## src/rtl/regb_fifo_pkt_reader_pkg.sv

```systemverilog
// ----------------------------------------------------------------------------
// regb_fifo_pkt_reader_pkg : shared FSM encoding and width default.  Rev 1.0
// ----------------------------------------------------------------------------
`default_nettype none

package regb_fifo_pkt_reader_pkg;

  localparam int WIDTH_DEFAULT = 8;

  typedef enum logic [0:0] {
    S_HEADER  = 1'b0,
    S_PAYLOAD = 1'b1
  } state_e;

endpackage

`default_nettype wire

```

## src/rtl/regb_fifo_pkt_reader_if.sv

```systemverilog
// ----------------------------------------------------------------------------
// regb_fifo_pkt_reader_if : FIFO head + payload stream bundle.  Rev 1.0
// ----------------------------------------------------------------------------
`default_nettype none

interface regb_fifo_pkt_reader_if
  import regb_fifo_pkt_reader_pkg::*;
#(
  parameter int WIDTH = WIDTH_DEFAULT
) ();

  logic [WIDTH-1:0] fifo_data;
  logic             fifo_empty_n;
  logic             fifo_shift_out;
  logic [WIDTH-1:0] m_data;
  logic             m_valid;
  logic             m_ready;
  logic             m_sop;
  logic             m_eop;

  modport master (
    input  fifo_data, fifo_empty_n, m_ready,
    output fifo_shift_out, m_data, m_valid, m_sop, m_eop
  );

  modport slave (
    output fifo_data, fifo_empty_n, m_ready,
    input  fifo_shift_out, m_data, m_valid, m_sop, m_eop
  );

endinterface

`default_nettype wire

```

## src/rtl/regb_out_slot.sv

```systemverilog
// ----------------------------------------------------------------------------
// regb_out_slot : single-entry output register with valid/ready.  Rev 1.0
// ----------------------------------------------------------------------------
`default_nettype none

module regb_out_slot
  import regb_fifo_pkt_reader_pkg::*;
#(
  parameter int WIDTH = WIDTH_DEFAULT
) (
  input  logic             clk,
  input  logic             res,
  input  logic             load,
  input  logic [WIDTH-1:0] load_data,
  input  logic             load_sop,
  input  logic             load_eop,
  input  logic             ready,
  output logic             free,
  output logic [WIDTH-1:0] data,
  output logic             valid,
  output logic             sop,
  output logic             eop
);

  logic [WIDTH-1:0] data_q, data_d;
  logic             valid_q, valid_d;
  logic             sop_q, sop_d;
  logic             eop_q, eop_d;

  // A load in the accept cycle simply overwrites the slot: no bubble.
  always_comb begin
    data_d  = data_q;
    valid_d = valid_q;
    sop_d   = sop_q;
    eop_d   = eop_q;
    if (load) begin
      data_d  = load_data;
      valid_d = 1'b1;
      sop_d   = load_sop;
      eop_d   = load_eop;
    end else if (valid_q && ready) begin
      valid_d = 1'b0;
    end
  end

  always_ff @(posedge clk or posedge res) begin
    if (res) begin
      data_q  <= '0;
      valid_q <= 1'b0;
      sop_q   <= 1'b0;
      eop_q   <= 1'b0;
    end else begin
      data_q  <= data_d;
      valid_q <= valid_d;
      sop_q   <= sop_d;
      eop_q   <= eop_d;
    end
  end

  assign free  = ~valid_q | ready;
  assign data  = data_q;
  assign valid = valid_q;
  assign sop   = sop_q;
  assign eop   = eop_q;

endmodule

`default_nettype wire

```

## src/rtl/regb_fifo_pkt_reader.sv

```systemverilog
// ----------------------------------------------------------------------------
// regb_fifo_pkt_reader : strips length headers from a FIFO stream.  Rev 1.0
// ----------------------------------------------------------------------------
`default_nettype none

module regb_fifo_pkt_reader
  import regb_fifo_pkt_reader_pkg::*;
#(
  parameter int WIDTH = WIDTH_DEFAULT
) (
  input  logic                   clk,
  input  logic                   res,
  regb_fifo_pkt_reader_if.master bus,
  output logic                   busy,
  output logic                   err_zero_len,
  output logic                   pkt_done
);

  state_e           state_q, state_d;
  logic [WIDTH-1:0] rem_q, rem_d;
  logic             first_q, first_d;
  logic             err_zero_len_q, err_zero_len_d;
  logic             pkt_done_q, pkt_done_d;
  logic             pop;
  logic             payload_pop;
  logic             slot_free;
  logic             last_word;

  assign last_word = (rem_q == WIDTH'(1));

  always_comb begin
    state_d        = state_q;
    rem_d          = rem_q;
    first_d        = first_q;
    pop            = 1'b0;
    payload_pop    = 1'b0;
    err_zero_len_d = 1'b0;
    pkt_done_d     = bus.m_valid & bus.m_ready & bus.m_eop;
    case (state_q)
      S_HEADER: begin
        // Headers never touch the output slot, so a stalled eop word
        // does not block the next header pop.
        pop = bus.fifo_empty_n;
        if (pop) begin
          if (bus.fifo_data != '0) begin
            rem_d   = bus.fifo_data;
            first_d = 1'b1;
            state_d = S_PAYLOAD;
          end else begin
            err_zero_len_d = 1'b1;
          end
        end
      end
      S_PAYLOAD: begin
        pop         = bus.fifo_empty_n & slot_free;
        payload_pop = pop;
        if (pop) begin
          first_d = 1'b0;
          rem_d   = rem_q - 1'b1;
          if (last_word) begin
            state_d = S_HEADER;
          end
        end
      end
      default: state_d = S_HEADER;
    endcase
  end

  always_ff @(posedge clk or posedge res) begin
    if (res) begin
      state_q        <= S_HEADER;
      rem_q          <= '0;
      first_q        <= 1'b0;
      err_zero_len_q <= 1'b0;
      pkt_done_q     <= 1'b0;
    end else begin
      state_q        <= state_d;
      rem_q          <= rem_d;
      first_q        <= first_d;
      err_zero_len_q <= err_zero_len_d;
      pkt_done_q     <= pkt_done_d;
    end
  end

  regb_out_slot #(
    .WIDTH (WIDTH)
  ) u_slot (
    .clk       (clk),
    .res       (res),
    .load      (payload_pop),
    .load_data (bus.fifo_data),
    .load_sop  (first_q),
    .load_eop  (last_word),
    .ready     (bus.m_ready),
    .free      (slot_free),
    .data      (bus.m_data),
    .valid     (bus.m_valid),
    .sop       (bus.m_sop),
    .eop       (bus.m_eop)
  );

  assign bus.fifo_shift_out = pop & ~res;
  assign busy               = (state_q == S_PAYLOAD);
  assign err_zero_len       = err_zero_len_q;
  assign pkt_done           = pkt_done_q;

endmodule

`default_nettype wire
```

## src/flat_wrapper.sv

```systemverilog
// flat-port wrapper written by rule: the top's interface ports become plain ports
module regb_fifo_pkt_reader_flat import regb_fifo_pkt_reader_pkg::*;
#(
  parameter int WIDTH = WIDTH_DEFAULT
)
  (clk, res, busy, err_zero_len, pkt_done, bus_fifo_data, bus_fifo_empty_n, bus_m_ready, bus_fifo_shift_out, bus_m_data, bus_m_valid, bus_m_sop, bus_m_eop);
  regb_fifo_pkt_reader_if #(.WIDTH(WIDTH)) bus_i ();
  input  logic clk;
  input  logic res;
  output logic busy;
  output logic err_zero_len;
  output logic pkt_done;
  input wire logic [$bits(bus_i.fifo_data)-1:0] bus_fifo_data;
  input wire logic [$bits(bus_i.fifo_empty_n)-1:0] bus_fifo_empty_n;
  input wire logic [$bits(bus_i.m_ready)-1:0] bus_m_ready;
  output wire logic [$bits(bus_i.fifo_shift_out)-1:0] bus_fifo_shift_out;
  output wire logic [$bits(bus_i.m_data)-1:0] bus_m_data;
  output wire logic [$bits(bus_i.m_valid)-1:0] bus_m_valid;
  output wire logic [$bits(bus_i.m_sop)-1:0] bus_m_sop;
  output wire logic [$bits(bus_i.m_eop)-1:0] bus_m_eop;
  assign bus_i.fifo_data = bus_fifo_data;
  assign bus_i.fifo_empty_n = bus_fifo_empty_n;
  assign bus_i.m_ready = bus_m_ready;
  assign bus_fifo_shift_out = bus_i.fifo_shift_out;
  assign bus_m_data = bus_i.m_data;
  assign bus_m_valid = bus_i.m_valid;
  assign bus_m_sop = bus_i.m_sop;
  assign bus_m_eop = bus_i.m_eop;
  regb_fifo_pkt_reader #(.WIDTH(WIDTH)) u_core (.clk(clk), .res(res), .bus(bus_i), .busy(busy), .err_zero_len(err_zero_len), .pkt_done(pkt_done));
endmodule
```

## config.mk

```make
export PLATFORM = sky130hd
export DESIGN_NAME = regb_fifo_pkt_reader_flat
export DESIGN_NICKNAME = d
export VERILOG_FILES = /design/src/rtl/regb_fifo_pkt_reader_pkg.sv /design/src/rtl/regb_fifo_pkt_reader_if.sv /design/src/rtl/regb_out_slot.sv /design/src/rtl/regb_fifo_pkt_reader.sv /design/src/flat_wrapper.sv
export SDC_FILE = /design/constraint.sdc
export NUM_CORES = 1
export LEC_CHECK = 0
export ABC_AREA = 1
export CAP_MARGIN = 5
export CORE_MARGIN = 5
export CORE_UTILIZATION = 53
export CTS_CLUSTER_DIAMETER = 60
export CTS_CLUSTER_SIZE = 20
export DETAILED_ROUTE_END_ITERATION = 6
export PLACE_DENSITY = 0.83
export SETUP_SLACK_MARGIN = 0.15
export SLEW_MARGIN = 0
export SYNTH_ARGS = -nofsm -noshare
export SYNTH_HDL_FRONTEND = slang
export SYNTH_HIERARCHICAL = 1
export SYNTH_SLANG_ARGS = --single-unit
```

## constraint.sdc

```tcl
create_clock -name clk -period 3.4 [get_ports clk]
set_clock_uncertainty 0.15 [all_clocks]
set_input_delay 0.51 -clock clk [delete_from_list [all_inputs] [get_ports clk]]
set_output_delay 0.51 -clock clk [all_outputs]
set_load 0.1 [all_outputs]
```

==> key figures, run 1 <==
Floorplanning
  – Die Ht: between 50 and 60 microns
  – Initial core utilization: 55.9%
  – Core Footprint: 2230 sq um
  – # rows: 17
  – Die area: about 3400 sq um
  – Die X-Extent: 58.5 microns
  – I/O pin count: 27

Clock tree
  – CTS Buffer Depth: 2
  – Resize count post-CTS: 0
  – CTS tree: yes
  – # hold bufs at CTS: 0
  – Root Buffer: clkbuf_4
  – CTS buffer count: 3
  – Clk slew on worst S/H paths: 0.12 ns
  – Worst skew pair latency: 0.30 ns
  – Post-CTS setup buffers: 0
  – Clk sink count: 23
  – H-tree depth: 1

Global routing
  – Largest net degree at the start of global routing: 16
  – First-pass GRT wire length: 4.72 mm
  – Initial antenna violation count: 0
  – Global Route Usage Sum: 17.9%
  – Vias in the first global route: 1023
  – Total gr overflow: 0

Route
  – 1st-pass router iterations: 4
  – DRC violations left: 0
  – Initial DRC count: 39
  – Wirelength per Cell: 12.9 microns
  – Via density: 5.28
  – Post-route ant nets: 0
  – Vias post-DR: 1130
  – Total wire length: 2.77 mm

Outcome
  – Status: finished clean

Worst setup path
  – Crit path kind: flop to primary output
  – Reg2reg setup slack: between 1.5 and 2 ns
  – CP delay by family, top: buffers and inverters
  – Crit path max fanout: 3
  – CP endpoint kind: primary output
  – Worst setup SP type: flop
  – WP data required: around 2.7 ns
  – Worst path slowest cell: clkdlybuf4s50_1
  – Crit path buf inv count: 1
  – Worst R2R End: u_core/rem_q[7]
  – R2r worst-path depth: 6
  – Max incr delay on CP: 1.15 ns
  – Reg2reg start: u_core/busy
  – Critical-path cell list: clkdlybuf4s50_1
  – CP arrival: 1.85 ns

STA
  – Relative slew slack: approximately 35%
  – RSZ-0062 raised after global routing: false
  – Final min period: 2.51 ns
  – Final hold violation count: 0
  – Max Freq: 399 MHz
  – Worst slew pin tran: 0.979 ns
  – Final period util: between 70% and 80%
  – Final Max Slew Viols: 0
  – Setup TNS Final: 0 ns
  – Final setup fails: 0

Hold path
  – Hold path start: u_core/u_slot/data[0]
  – Hold path endpoint: u_core/u_slot/data[0]
  – Hold Path Class: flop to flop
  – Hold path depth: 2

Place
  – Post-DP HPWL: 2.19 mm
  – Placer Congestion: 0.781
  – # port buffers: 26

Flow run
  – Max cap viols: 0

Yosys
  – Avg Cell Area, Syn: approximately 8 sq um
  – Post-synthesis sequential area ratio: 46.1%
  – Syn Inst Count: 160
  – Mapped Nets: 174
  – Yosys reg bits: 23
  – Syn Std Cell Area: 1250 sq um
  – Yosys cell types: 22
  – Synth warn: 6

Cells and area
  – Area growth syn-to-layout: 23.0%
  – Share of cells above drive strength 1: 14.5%
  – Nets@finish: 201
  – Fillers: ~170
  – N_diodes: 0
## layer usage
layer	share of wire, %	global-route usage [%]	vias up
met1	43	24.4	521
met2	47	28.7	53
met3	9.2	3.73	4
li1	-	-	552
met5	0	0	-
met4	1.0	5.30	0
## worst max-delay path by stage
stage | start | end | slack, ns | cells after the start
after floorplan | u_core/busy | bus_fifo_shift_out | 0.62 | 3
after global placement | bus_fifo_empty_n | bus_fifo_shift_out | 1.01 | 6
after detailed placement | bus_fifo_empty_n | bus_fifo_shift_out | 0.96 | 6
after CTS | u_core/u_slot/eop | bus_m_eop | 0.88 | 1
after global routing | u_core/u_slot/eop | bus_m_eop | 0.83 | 1
final | u_core/u_slot/eop | bus_m_eop | 0.89 | 1
## placed cells by master (no fill, tap or decap), drive strengths merged
cell | netlist | final
nand2 | 63 | 63
clkdlybuf4s50 | 0 | 24
dfrtp | 23 | 23
inv | 20 | 20
nand3 | 16 | 16
o21ai | 12 | 12
nor2 | 11 | 11
or2 | 4 | 4
clkbuf | 1 | 3
buf | 3 | 2
nand4 | 2 | 2
ha | 2 | 2
clkinv | 0 | 1
a21oi | 1 | 1
and3 | 1 | 1
nor3 | 1 | 1
## cells by family after synthesis
| logic type | Yosys count | share of synthesized area (%) |
|---|---|---|
| DFF | 23 | 46.1 |
| AOI/OAI and AO/OA | 13 | 7.01 |
| and+or+nand+nor | 98 | 36.2 |
| adders and majority gates | 2 | 2.00 |
| buffers and inverters | 24 | 8.72 |
## Yosys cell counts
cell	instances	area [sq um]
nand2_1	58	218
dfrtp_1	23	576
inv_1	18	67.6
nand3_1	12	60.1
nor2_1	10	37.5
o21ai_0	8	40.0
nand2_2	4	25.0
nand3_2	4	40.0
or2_2	4	25.0
o21ai_2	3	26.3
buf_6	2	22.5
ha_1	2	25.0
inv_2	2	7.51
nand4_1	2	12.5
a21oi_1	1	5.00
and3_1	1	6.26
buf_4	1	7.51
clkbuf_1	1	3.75
nand2_4	1	11.3
nor2_4	1	11.3
nor3_1	1	5.00
o21ai_4	1	16.3
## per-stage QoR
stage | setup WS [ns] | std cells | instance area (sq um) | utilization (%) | hold slack [ns]
5_1_grt | 0.835 | 214 | 1540 | 68.8 | 0.365
6_report | 0.892 | 214 | 1540 | 68.8 | 0.335
3_5_place_dp | 0.956 | 210 | 1510 | 67.6 | 0.310
4_1_cts | 0.883 | 214 | 1540 | 68.8 | 0.340
2_1_floorplan | 0.617 | 160 | 1250 | - | 0.212
3_3_place_gp | 1.01 | 210 | 1510 | 67.6 | 0.305
## area by class of cell
cell class / instances / area [sq um] / area share (%)
sequential: 23 / 576 / 37.5
multi-input combinational: 113 / 568 / 37.0
timing repair buffer: 26 / 255 / 16.6
inverter: 20 / 75.1 / 4.89
tap: 28 / 35.0 / 2.28
clock buffer: 3 / 22.5 / 1.47
clock inverter: 1 / 5.00 / 0.326
## sequential cells by signal, summed over array words and instances, names as in the netlist
register             cells
u_core/busy              1
u_core/rem_q             8
u_core/u_slot/data       8
u_core/first_q           1
u_core/u_slot/valid      1
u_core/u_slot/sop        1
u_core/u_slot/eop        1
u_core/pkt_done          1
u_core/err_zero_len      1
## worst register-to-register path, cell delays in order, from the launching register on
cell and delay [ns]:
dfrtp_1 0.62, inv_2 0.16, nor2_4 0.28, inv_2 0.14
nand2_4 0.19, nand3_2 0.11, nand2_2 0.06
Power of run 1 is not shown: default switching activity piles up to over one toggle a cycle in this logic, so the estimate is an artifact.
==> inputs of run 2 (changes only) <==
--- a/config.mk
+++ b/config.mk
@@ -8,11 +8,11 @@
 export ABC_AREA = 1
 export CAP_MARGIN = 5
 export CORE_MARGIN = 5
-export CORE_UTILIZATION = 53
+export CORE_UTILIZATION = 45
 export CTS_CLUSTER_DIAMETER = 60
 export CTS_CLUSTER_SIZE = 20
 export DETAILED_ROUTE_END_ITERATION = 6
-export PLACE_DENSITY = 0.83
+export PLACE_DENSITY = 0.75
 export SETUP_SLACK_MARGIN = 0.15
 export SLEW_MARGIN = 0
 export SYNTH_ARGS = -nofsm -noshare
==> constraint.sdc (replaced) <==
create_clock -name clk -period 2.15 [get_ports clk]
set_clock_uncertainty 0.15 [all_clocks]
set_input_delay 0.3225 -clock clk [delete_from_list [all_inputs] [get_ports clk]]
set_output_delay 0.3225 -clock clk [all_outputs]
set_load 0.1 [all_outputs]
==> run 2 against run 1 <==
Compared with the run above:
- die area is 15% higher
- wire length is 0.33% higher
- highest routed layer unchanged
- non-clock buffer count grew 3
- sequential cell count stayed put
- critical path type is now input pin to primary output
- cell count rose by 2.8%
- global-route usage fell by 3.0 points
==> key figures, run 2 (same netlist as run 1, synthesis figures left out) <==
Cells and area
  – Nets@finish: 204 (+1.5%)
  – Area growth syn-to-layout: 25.2%
  – Commonest non-fill, non-tap cell in the layout: nand2_1
  – Share of cells above drive strength 1: 24.3% (+9.8 points)
  – Most frequent cells in the layout: nand2_1 (58), dfrtp_1 (21), inv_1 (18), buf_4 (17), nand3_1 (12)
  – N_diodes: 0 (unchanged)

STA
  – Final period util: 90.0%
  – Final min period: 1.93 ns
  – Worst slew pin tran: 0.537 ns (-0.441 ns)
  – Relative slew slack: 64.1% (+30 points)
  – Setup TNS Final: 0 ns (unchanged)
  – Final Max Slew Viols: 0 (unchanged)
  – Final setup fails: 0 (unchanged)
  – Hold slack: 0.255 ns (-0.0805 ns)
  – Max Freq: 517 MHz
  – Final hold violation count: 0 (unchanged)
  – RSZ-0062 raised after global routing: false
  – Final setup margin: 0.215 ns (-0.677 ns)

Floorplanning
  – Die area: 3930 sq um (+15%)
  – Die X-Extent: 62.7 microns (+7.1%)
  – Die Ht: 62.7 microns (+7.1%)
  – I/O pin count: 27 (unchanged)
  – Core Footprint: 2710 sq um (+21%)
  – Initial core utilization: 46.1% (-9.8 points)
  – # rows: 19 (+2)

Global routing
  – First-pass GRT wire length: 4.82 mm (+2.1%)
  – Vias in the first global route: 1072 (+4.8%)
  – Initial antenna violation count: 0 (unchanged)
  – Largest net degree at the start of global routing: 15 (-1)
  – Total gr overflow: 0 (unchanged)
  – Global Route Usage Sum: 14.9% (-3.0 points)

Route
  – Via density: 4.99 (-5.6%)
  – Post-route ant nets: 0 (unchanged)
  – 1st-pass router iterations: 4 (unchanged)
  – DRC violations left: 0 (unchanged)
  – Vias post-DR: 1097 (-2.9%)
  – Initial DRC count: 67 (+72%)
  – Total wire length: 2.78 mm (+0.33%)
  – Wirelength per Cell: 12.6 microns (-2.4%)

Flow run
  – Max cap viols: 0 (unchanged)

Clock tree
  – CTS Buffer Depth: 2 (unchanged)
  – CTS buffer count: 3 (unchanged)
  – Clk sink count: 23 (unchanged)
  – Clk slew on worst S/H paths: 0.13 ns (about the same)
  – H-tree depth: 1 (unchanged)
  – CTS tree: yes
  – Root Buffer: clkbuf_4
  – # hold bufs at CTS: 0 (unchanged)
  – Worst skew pair latency: 0.31 ns (about the same)

Worst setup path
  – Worst setup SP type: input pin
  – WP data required: 1.68 ns (-1.06 ns)
  – Reg2reg setup slack: 0.44 ns (-1.20 ns)
  – Reg2reg start: u_core/rem_q[0]
  – CP endpoint kind: primary output
  – Crit path from: bus_m_ready
  – Crit path max fanout: 3 (unchanged)
  – Crit path kind: input pin to primary output
  – CP arrival: 1.46 ns (-0.39 ns)

Outcome
  – Status: finished clean

Place
  – # port buffers: 26 (unchanged)
  – Place WS: 0.185 ns (-0.771 ns)
  – Post-DP HPWL: 2.18 mm (-0.77%)
  – Placer Congestion: 0.800 (+2.4%)

Hold path
  – Hold Path Class: input pin to asynchronous set/reset pin
[run 2: changes by cell type in the layout (fill, tap and decap cells not counted)]
cell             change
nor2_1               -1
clkdlybuf4s50_1     -13
nor2_4               +1
buf_4               +15
a21oi_4              +1
buf_12               +1
dfrtp_2              +1
dfrtp_1              -2
dfrtp_4              +1
a21oi_2              -1
[run 2: layout make-up]
class                   count  area (sq um)
repair buffers             29           258
multi-input cells         113           583
clock inverters             1          5.00
clock buffers               3          22.5
fillers                   248          1150
inverters                  20          75.1
flip-flops and latches     23           581
well taps                  31          38.8
[run 2: repair_timing]
item                       in CTS  in global routing
setup buffers                   1                  0
gates resized for setup         0                  1
setup endpoints to repair       1                  1
[run 2: critical path: stages]
cell and delay, ns:
clkdlybuf4s50_1 0.47, inv_1 0.05, nand2_1 0.07, nand2_1 0.17, a21oi_4 0.19, buf_12 0.19
[run 2: path summary, 6_finish.rpt]
path | cells after the start | end
worst max-delay path | 6 | bus_fifo_shift_out
worst min-delay path | 2 | u_core/u_slot/data[3]
worst max register to register | 9 | u_core/rem_q[4]
worst min register to register | 2 | u_core/u_slot/data[2]
max in group asynchronous | 2 | u_core/busy
min in group clk | 2 | u_core/u_slot/data[2]
[run 2: routing by layer]
metal  global-route usage (%)  part of all wire (%)
met4                     4.77                  0.32
met3                     3.96                   6.8
met1                     18.7                    44
met5                        0                     0
met2                     24.7                    49
[run 2: through the flow]
step                      cells  utilization, %  area, sq um
after floorplan             160               -         1270
after global placement      215            56.2         1520
after detailed placement    215            56.2         1520
after CTS                   220            57.5         1560
after global routing        220            57.7         1560
final                       220            57.7         1560
Power of run 2 is left out for the same reason.
==> inputs of run 3 (changes only) <==
--- a/config.mk
+++ b/config.mk
@@ -7,6 +7,7 @@
 export LEC_CHECK = 0
 export ABC_AREA = 1
 export CAP_MARGIN = 5
+export CORE_ASPECT_RATIO = 0.75
 export CORE_MARGIN = 5
 export CORE_UTILIZATION = 45
 export CTS_CLUSTER_DIAMETER = 60
==> run 3 against run 2 <==
Compared with the run above:
- non-clock buffer count decreased by 1
- critical path depth fell by 2
- cell area up 2.0%
- core utilization grew 2.7 points
- register-to-register slack lost 0.07 ns
- cell count grew 1.8%
- first-iteration DRC count is 39% lower
- sequential cell count unchanged
- setup slack better by 0.0052 ns
- hold slack improved by 0.059 ns
==> key figures, run 3 (same netlist as run 1, synthesis figures left out) <==
STA
  – Hold slack: 0.314 ns (+0.0592 ns)
  – Setup TNS Final: 0 ns (unchanged)
  – Max Freq: 518 MHz (+0.27%)
  – Final setup margin: 0.220 ns (+0.00525 ns)
  – Final hold violation count: 0 (unchanged)
  – Final min period: 1.93 ns (-0.00525 ns)
  – Worst slew pin tran: 0.517 ns (-0.0204 ns)
  – Final period util: 89.8% (-0.24 points)
  – Relative slew slack: 65.5% (+1.4 points)
  – RSZ-0062 raised after global routing: false
  – Final setup fails: 0 (unchanged)
  – Final Max Slew Viols: 0 (unchanged)

Worst setup path
  – R2r worst-path depth: 9 (unchanged)
  – Reg2reg setup slack: 0.37 ns (-0.07 ns)
  – Worst R2R End: u_core/rem_q[4]
  – CP endpoint kind: primary output
  – CP arrival: 1.46 ns (about the same)
  – Reg2reg start: u_core/rem_q[0]
  – Crit path max fanout: 15 (+12)
  – Crit path kind: flop to primary output
  – Worst setup SP type: flop
  – WP data required: 1.68 ns (about the same)

Clock tree
  – Clk slew on worst S/H paths: 0.08 ns (-0.05 ns)
  – CTS Buffer Depth: 2 (unchanged)
  – Worst skew pair latency: 0.26 ns (-0.05 ns)
  – CTS tree: yes
  – Root Buffer: clkbuf_8
  – Clk sink count: 23 (unchanged)
  – Post-CTS setup buffers: 0 (-1)
  – H-tree depth: 1 (unchanged)
  – CTS buffer count: 3 (unchanged)

Global routing
  – First-pass GRT wire length: 4.87 mm (+1.1%)
  – Largest net degree at the start of global routing: 16 (+1)
  – Global Route Usage Sum: 15.3% (+0.42 points)
  – Initial antenna violation count: 0 (unchanged)
  – Vias in the first global route: 1089 (+1.6%)
  – Total gr overflow: 0 (unchanged)

Flow run
  – Max cap viols: 0 (unchanged)

Place
  – Place WS: 0.176 ns (-0.00938 ns)
  – Placer Congestion: 0.887 (+11%)
  – Post-DP HPWL: 2.37 mm (+8.8%)
  – # port buffers: 26 (unchanged)

Cells and area
  – Fillers: 250 (+0.81%)
  – Nets@finish: 203 (-0.49%)
  – Area growth syn-to-layout: 27.7%
  – Share of cells above drive strength 1: 23.9% (-0.40 points)
  – N_diodes: 0 (unchanged)
  – Most frequent cells in the layout: nand2_1 (57), dfrtp_1 (21), inv_1 (18), buf_4 (15), nand3_1 (12)
  – Layout Utilization: 60.3% (+2.7 points)
  – Commonest non-fill, non-tap cell in the layout: nand2_1

Route
  – 1st-pass router iterations: 4 (unchanged)
  – Vias post-DR: 1078 (-1.7%)
  – Total wire length: 2.90 mm (+4.5%)
  – Via density: 4.81 (-3.5%)
  – Met3 routed WL: 137 microns (-28%)
  – Initial DRC count: 41 (-39%)
  – Metal2 WL: 1.38 mm (+2.0%)
  – Post-route ant nets: 0 (unchanged)
  – Uppermost layer routed: met4
  – DRC violations left: 0 (unchanged)
  – Metal-1 WL: 1.38 mm (+12%)
  – Wirelength per Cell: 13.0 microns (+2.6%)

Outcome
  – Status: finished clean

Floorplanning
  – # rows: 16 (-3)
  – Initial core utilization: 47.3% (+1.2 points)
  – I/O pin count: 27 (unchanged)
  – Die Ht: 55.6 microns (-11%)
  – Die X-Extent: 70.8 microns (+13%)
  – Core Footprint: 2640 sq um (-2.5%)
  – Die area: 3940 sq um (+0.28%)

Hold path
  – Hold Path Class: input pin to asynchronous set/reset pin
==> run 3: changes by cell type in the layout (fill, tap and decap cells not counted) <==
cell	change
nand2_1	-1
clkbuf_8	+3
buf_4	-2
clkinv_2	-1
buf_12	+1
nand2_2	+1
clkbuf_4	-3
clkbuf_1	+1
==> run 3: area by class of cell <==
class | count | area (sq um) | share of cell area, %
multi-input cells | 113 | 586 | 36.7
clock buffers | 4 | 45.0 | 2.83
well taps | 36 | 45.0 | 2.83
repair buffers | 28 | 263 | 16.5
inverters | 20 | 75.1 | 4.71
flip-flops and latches | 23 | 581 | 36.4
==> run 3: per-stage QoR <==
step | instance area (sq um) | instances
detailed placement | 1540 | 220
floorplan | 1270 | 160
finish | 1590 | 224
global route | 1590 | 224
global placement | 1540 | 220
CTS | 1590 | 224
==> run 3: metal layers <==
layer  track usage, %  vias to the layer above
li1                 -                      553
met1             19.6                      504
met2             25.8                       19
met3             4.69                        2
met4             2.68                        0
met5                0                        -
==> run 3: worst max-delay path by stage <==
stage | slack, ns | cells past startpoint | start | to
global placement | 0.21 | 6 | bus_fifo_empty_n | bus_fifo_shift_out
global route | 0.17 | 4 | u_core/busy | bus_fifo_shift_out
floorplan | 0.17 | 3 | u_core/busy | bus_fifo_shift_out
finish | 0.22 | 4 | u_core/busy | bus_fifo_shift_out
CTS | 0.16 | 4 | u_core/busy | bus_fifo_shift_out
detailed placement | 0.18 | 9 | bus_m_ready | u_core/rem_q[7]
==> run 3: what timing repair did <==
action,in CTS,in global routing
gates resized for setup,0,2
hold buffers,0,0
endpoints found under the hold margin,0,0
setup endpoints to repair,0,1
==> run 3: critical path: stages (launching register included) <==
cell     delay [ns]
dfrtp_4        0.58
nor2_4         0.17
inv_1          0.10
a21oi_4        0.17
buf_12         0.18
Power of run 3 is left out for the same reason.
